==> src/rtl/wishbone_arbiter_pkg.sv <==
// Shared types, default widths and the round-robin pick for the two-master
// Wishbone arbiter (master 0 = instruction cache, master 1 = data cache).
package wishbone_arbiter_pkg;

   localparam int ADDR_WIDTH = 28;
   localparam int DATA_WIDTH = 128;

   typedef enum logic {IDLE = 1'b0, BUSY = 1'b1} arb_state_t;

   typedef logic master_idx_t;

   // A lone requester wins; on a tie the master that was not granted last wins.
   function automatic master_idx_t rr_pick(input logic req0, input logic req1,
                                           input master_idx_t last);
      if (req0 && req1) begin
         return ~last;
      end else if (req1) begin
         return 1'b1;
      end else begin
         return 1'b0;
      end
   endfunction

endpackage

==> src/rtl/wishbone_arbiter.sv <==
// Two-master Wishbone arbiter: one owner per transaction, responses routed only
// to the owner, and a forced RTY frees the bus when the slave hangs.
module wishbone_arbiter
   import wishbone_arbiter_pkg::*;
#(
   parameter int ADDR_WIDTH = wishbone_arbiter_pkg::ADDR_WIDTH,
   parameter int DATA_WIDTH = wishbone_arbiter_pkg::DATA_WIDTH,
   parameter int TIMEOUT    = 255
) (
   input  logic                    clk,
   input  logic                    rst_n,
   input  logic                    m0_CYC,
   input  logic                    m0_STB,
   input  logic                    m0_WE,
   input  logic [ADDR_WIDTH-1:0]   m0_ADR,
   input  logic [DATA_WIDTH-1:0]   m0_DAT_M,
   input  logic [DATA_WIDTH/8-1:0] m0_SEL,
   output logic [DATA_WIDTH-1:0]   m0_DAT_S,
   output logic                    m0_ACK,
   output logic                    m0_RTY,
   input  logic                    m1_CYC,
   input  logic                    m1_STB,
   input  logic                    m1_WE,
   input  logic [ADDR_WIDTH-1:0]   m1_ADR,
   input  logic [DATA_WIDTH-1:0]   m1_DAT_M,
   input  logic [DATA_WIDTH/8-1:0] m1_SEL,
   output logic [DATA_WIDTH-1:0]   m1_DAT_S,
   output logic                    m1_ACK,
   output logic                    m1_RTY,
   output logic                    s_CYC,
   output logic                    s_STB,
   output logic                    s_WE,
   output logic [ADDR_WIDTH-1:0]   s_ADR,
   output logic [DATA_WIDTH-1:0]   s_DAT_M,
   output logic [DATA_WIDTH/8-1:0] s_SEL,
   input  logic [DATA_WIDTH-1:0]   s_DAT_S,
   input  logic                    s_ACK,
   input  logic                    s_RTY,
   output logic [1:0]              grant
);

   localparam int TW = (TIMEOUT < 1) ? 1 : $clog2(TIMEOUT + 1);
   localparam logic [TW-1:0] TLIM = TW'(TIMEOUT);

   arb_state_t      state, next_state;
   master_idx_t     owner, next_owner;
   master_idx_t     last, next_last;
   logic [TW-1:0]   tcnt, next_tcnt;

   logic req0, req1, owner_cyc, tmo_fire, slave_rty;

   assign req0      = m0_CYC & m0_STB;
   assign req1      = m1_CYC & m1_STB;
   assign owner_cyc = owner ? m1_CYC : m0_CYC;
   assign tmo_fire  = (TIMEOUT != 0) && (state == BUSY) && (tcnt == TLIM) && !s_ACK && !s_RTY;
   // ACK wins over a simultaneous RTY from the slave.
   assign slave_rty = (s_RTY & ~s_ACK) | tmo_fire;

   always_ff @(posedge clk or negedge rst_n) begin
      if (!rst_n) begin
         state <= IDLE;
         owner <= 1'b0;
         last  <= 1'b1;
         tcnt  <= '0;
      end else begin
         state <= next_state;
         owner <= next_owner;
         last  <= next_last;
         tcnt  <= next_tcnt;
      end
   end

   always_comb begin
      next_state = state;
      next_owner = owner;
      next_last  = last;
      next_tcnt  = tcnt;
      case (state)
         IDLE: begin
            if (req0 || req1) begin
               next_state = BUSY;
               next_owner = rr_pick(req0, req1, last);
               next_last  = rr_pick(req0, req1, last);
               next_tcnt  = '0;
            end
         end
         BUSY: begin
            if (s_ACK || s_RTY || tmo_fire || !owner_cyc) begin
               next_state = IDLE;
            end
            // Saturating so a disabled timeout never wraps back into range.
            if (!s_ACK && !s_RTY && (tcnt != '1)) begin
               next_tcnt = tcnt + TW'(1);
            end
         end
         default: next_state = IDLE;
      endcase
   end

   always_comb begin
      s_CYC    = 1'b0;
      s_STB    = 1'b0;
      s_WE     = 1'b0;
      s_ADR    = '0;
      s_DAT_M  = '0;
      s_SEL    = '0;
      m0_DAT_S = '0;
      m0_ACK   = 1'b0;
      m0_RTY   = 1'b0;
      m1_DAT_S = '0;
      m1_ACK   = 1'b0;
      m1_RTY   = 1'b0;
      grant    = 2'b00;
      if (state == BUSY) begin
         if (owner == 1'b0) begin
            grant    = 2'b01;
            s_CYC    = m0_CYC;
            s_STB    = m0_STB;
            s_WE     = m0_WE;
            s_ADR    = m0_ADR;
            s_DAT_M  = m0_DAT_M;
            s_SEL    = m0_SEL;
            m0_DAT_S = s_DAT_S;
            m0_ACK   = s_ACK;
            m0_RTY   = slave_rty;
         end else begin
            grant    = 2'b10;
            s_CYC    = m1_CYC;
            s_STB    = m1_STB;
            s_WE     = m1_WE;
            s_ADR    = m1_ADR;
            s_DAT_M  = m1_DAT_M;
            s_SEL    = m1_SEL;
            m1_DAT_S = s_DAT_S;
            m1_ACK   = s_ACK;
            m1_RTY   = slave_rty;
         end
      end
   end

endmodule

==> config.mk <==
export PLATFORM = sky130hd
export DESIGN_NAME = wishbone_arbiter
export DESIGN_NICKNAME = d
export VERILOG_FILES = /design/src/rtl/wishbone_arbiter_pkg.sv /design/src/rtl/wishbone_arbiter.sv
export SDC_FILE = /design/constraint.sdc
export NUM_CORES = 1
export LEC_CHECK = 0
export CAP_MARGIN = 20
export CORE_AREA = 2 2 358 360
export DETAILED_ROUTE_END_ITERATION = 10
export DIE_AREA = 0 0 360 362
export PLACE_DENSITY = 0.35
export SETUP_SLACK_MARGIN = 0.3
export SYNTH_ARGS = -nofsm -noshare
export SYNTH_HDL_FRONTEND = slang
export SYNTH_SLANG_ARGS = --single-unit
export TNS_END_PERCENT = 5
==> constraint.sdc <==
create_clock -name clk -period 1.7 [get_ports clk]
set_clock_uncertainty 0.15 [all_clocks]
set_input_delay 0.17 -clock clk [delete_from_list [all_inputs] [get_ports clk]]
set_output_delay 0.17 -clock clk [all_outputs]
set_load 0.005 [all_outputs]
==> summary.md <==
| Metric | Value |
|---|---|
| Status | `complete, but fails checks` |
| Failing checks | `setup timing` |
| Internal | `0.00534 W` |
| Routed Antenna Nets | `0` |
| PD cells | `503 nW/um^2` |
| Yosys warnings | `0` |
| Chip height | `362 um` |
| Vias in the first global route | `9829` |
| First-pass GRT wire length | `103000 um` |
| Clock Tree Buf Depth | `2` |
| Combinational share of power | `91.5%` |
| Hold crit path type | `in2async` |
| Max-Cap Viols | `0` |
| Core Area | `127000 sq um` |
| Reg2Reg Setup Slack | `-290 ps` |
| Crit path launch type | `register` |
| Synth area leader | `mux2i_1` |
| Total global-route track usage | `11.9%` |
| Layout cells sized above 1 | `27.0%` |
| Largest net degree at the start of global routing | `68` |
| Initial Utilization | `3.98%` |
| Register bit count reported by yosys | `11` |
| Worst R2R End | `tcnt[7]` |
| Crit path top cell by count | `buf_6` |
| Syn Nets | `1235` |
| Switching part of the total | `41.6%` |
| Worst slew margin | `76.9%` |
| Top cells by area, synth | `mux2i_1 (35%), and2_1 (16%), and3_1 (16%), nor2_1 (13%), dfrtp_1 (5.0%)` |
| Yosys top cell area share | `35.0%` |
| Design Area, Final | `18200 sq um` |
| Cell Area, Synth | `5040 sq um` |
| Yosys cell types | `33` |
| Post-synthesis sequential area ratio | `5.49%` |
| Worst slew pin tran | `337 ps` |
| Remaining DRCs | `0` |
| CTS Hold Bufs | `0` |
| Util after Layout | `14.4%` |
| Leakage | `8.40 nW` |
| DP Worst Slack | `-482 ps` |
| Design Power | `0.00915 W` |
| Number of buffers added on ports | `918` |
| Post-Syn Area per Cell | `6.70 sq um` |
| R2R depth | `6` |
| Final Wtd Congestion | `0.914` |
| Gr ovfl total | `0` |
| Tmin final | `2330 ps` |
| Critical Path RT | `1380 ps` |
| Clock sinks | `11` |
| R2R Path Start | `state` |
| WP data arrival | `2010 ps` |
| Vias per cell | `2.89` |
| Largest stage delay, worst path | `520 ps` |
| Final HPWL DP | `75100 um` |
| TritonCTS Buffers | `3` |
| Placed cell areas | `17700 sq um` |
| Mapped Cells | `752` |
| Max Clk Rate | `0.429 GHz` |
| Vias | `9893` |
| Die ar. | `130000 sq um` |
| Seq pwr share | `3.8%` |
| Final hold vios | `0` |
| Worst path slowest cell | `dfrtp_4` |
| Rows | `131` |
| CTS tree | `done` |
| Synth-to-Final Area Change | `261%` |
| Crit path kind | `reg2out` |
| Worst vdd ir | `0.246 mV` |
| Initial antenna violation count | `59` |
| Die width | `360 um` |
| Nets | `2240` |
| Detailed Route Iter0 Violations | `363` |
| Crit-path max FO | `6` |
| Clock power share | `4.7%` |
| Critical path, cell by cell | `clkinv_8 -> nor2_4 -> buf_12 -> buf_12 -> buf_16 -> buf_6 -> buf_6 -> buf_6 -> buf_6 -> and2_4 -> buf_6` |
| Total wire length | `84100 um` |
| Post-route worst setup slack | `-629 ps` |
| # IOs | `919` |
| Crit share post-route | `137%` |
| Clock Tree Root | `clkbuf_16` |
| RSZ-0062 raised after global routing | `yes` |
| Drt pass-1 iters | `4` |
| Switching power | `0.00381 W` |
| Setup crit end kind | `primary output` |
| Hold slack | `98.1 ps` |
| Routed len/inst | `24.5 um` |
| Slew Viols, Final | `0` |
| Final setup vio count | `446` |
| Fillers | `14518` |
| Worst skew pair latency | `240 ps` |
| Clock slew at reported path FFs | `40 ps` |
| H-tree depth | `1` |
-- registers in the layout, summed over array words and instances, names as in the netlist --
register,count
tcnt,8
last,1
owner,1
state,1
-- power groups by stage --
stage	clock network (W)	registers, W	logic (W)
finish	0.000429	0.000345	0.00838
global route	0.000447	0.000352	0.00893
CTS	0.000440	0.000345	0.00816
detailed placement	0	0.000347	0.00814
global placement	0	0.000346	0.00817
floorplan	0	0.000307	0.00253
-- kinds of logic (layout without fill, tap and decap cells) --
group	after synthesis	after routing	share of synthesized area (%)
other	0	10	0
flip-flops	11	11	5.49
buffers and inverters	85	1089	8.17
XOR/XNOR	1	1	0.174
adder cells (fa/ha/maj)	1	1	0.248
AO/OA/AOI/OAI	18	18	2.66
multiplexers	176	176	35.0
AND/OR/NAND/NOR	460	460	48.3
-- stage by stage --
stage / instances / TNS [ps]
floorplan: 752 / 0
global placement: 3391 / -139290
detailed placement: 3391 / -142510
CTS: 3398 / -196400
global route: 3422 / -176390
finish: 3428 / -142210
-- cell usage in the layout, fill, tap and decap left out, types with 32 or more instances in the layout --
| cell | count |
|---|---|
| clkdlybuf4s50_1 | 600 |
| nor2_1 | 156 |
| mux2i_1 | 151 |
| and3_1 | 129 |
| buf_4 | 126 |
| and2_1 | 110 |
| buf_12 | 75 |
| buf_2 | 58 |
| clkbuf_2 | 53 |
| dlymetal6s2s_1 | 34 |
| dlygate4sd2_1 | 33 |
| buf_6 | 32 |
-- timing repair --
action | 4_1_cts | 5_1_grt
setup endpoints to repair | 448 | 448
pin swaps | 3 | 13
resized for setup | 415 | 338
buffers inserted | 3 | 12
gates cloned | 0 | 8
-- synth_stat cells --
library cell	n
buf_1	9
nand4_1	1
nand2_1	6
dfstp_2	1
nor2_2	1
o21ba_2	1
nor3_1	2
o211ai_1	3
buf_2	11
o21a_1	2
buf_4	12
o21ai_0	4
clkbuf_1	38
buf_6	3
and3_2	1
nor3b_4	1
o31ai_1	3
mux2i_1	176
xor2_1	1
nor2_1	180
a21oi_1	1
o21ai_2	1
and3_1	130
nand4_4	1
inv_1	3
clkbuf_2	9
ha_1	1
and2_1	132
o32a_1	1
dfrtp_1	10
a21o_1	1
o211ai_2	1
nand3_1	5
-- worst max-delay path: cells and delay by family (launching register included) --
family	cells	cell delay (ps)
and+or+nand+nor	2	210
buffers and inverters	9	1030
DFF	1	520
-- area by class of cell --
cell class / count / area [sq um] / share of cell area, %
Timing Repair Buffer: 1082 / 11000 / 60.5
Multi-Input combinational cell: 656 / 4700 / 25.9
Tap cell: 1662 / 2080 / 11.4
Clock buffer: 4 / 78.8 / 0.433
Inverter: 3 / 23.8 / 0.131
Antenna cell: 10 / 25.0 / 0.138
Sequential cell: 11 / 284 / 1.56
-- per-layer routing --
layer / vias to the layer above / routed length (um) / part of all wire [%] / GRT usage [%]
met5: - / 226 / 0.27 / 0
met1: 4598 / 36900 / 44 / 15.5
li1: 4562 / - / - / -
met2: 587 / 39000 / 46 / 19.8
met3: 112 / 7080 / 8.4 / 3.82
met4: 34 / 774 / 0.92 / 0.750
-- how the worst max path moves through the flow --
stage | from | slack, ps | to
2_1_floorplan | tcnt[0] | 280 | tcnt[7]
3_3_place_gp | owner | -450 | s_DAT_M[110]
5_1_grt | owner | -710 | s_DAT_M[110]
6_report | state | -630 | m0_DAT_S[2]
3_5_place_dp | owner | -480 | s_DAT_M[110]
4_1_cts | owner | -680 | s_DAT_M[110]
Power figures use the tool's default switching activity.
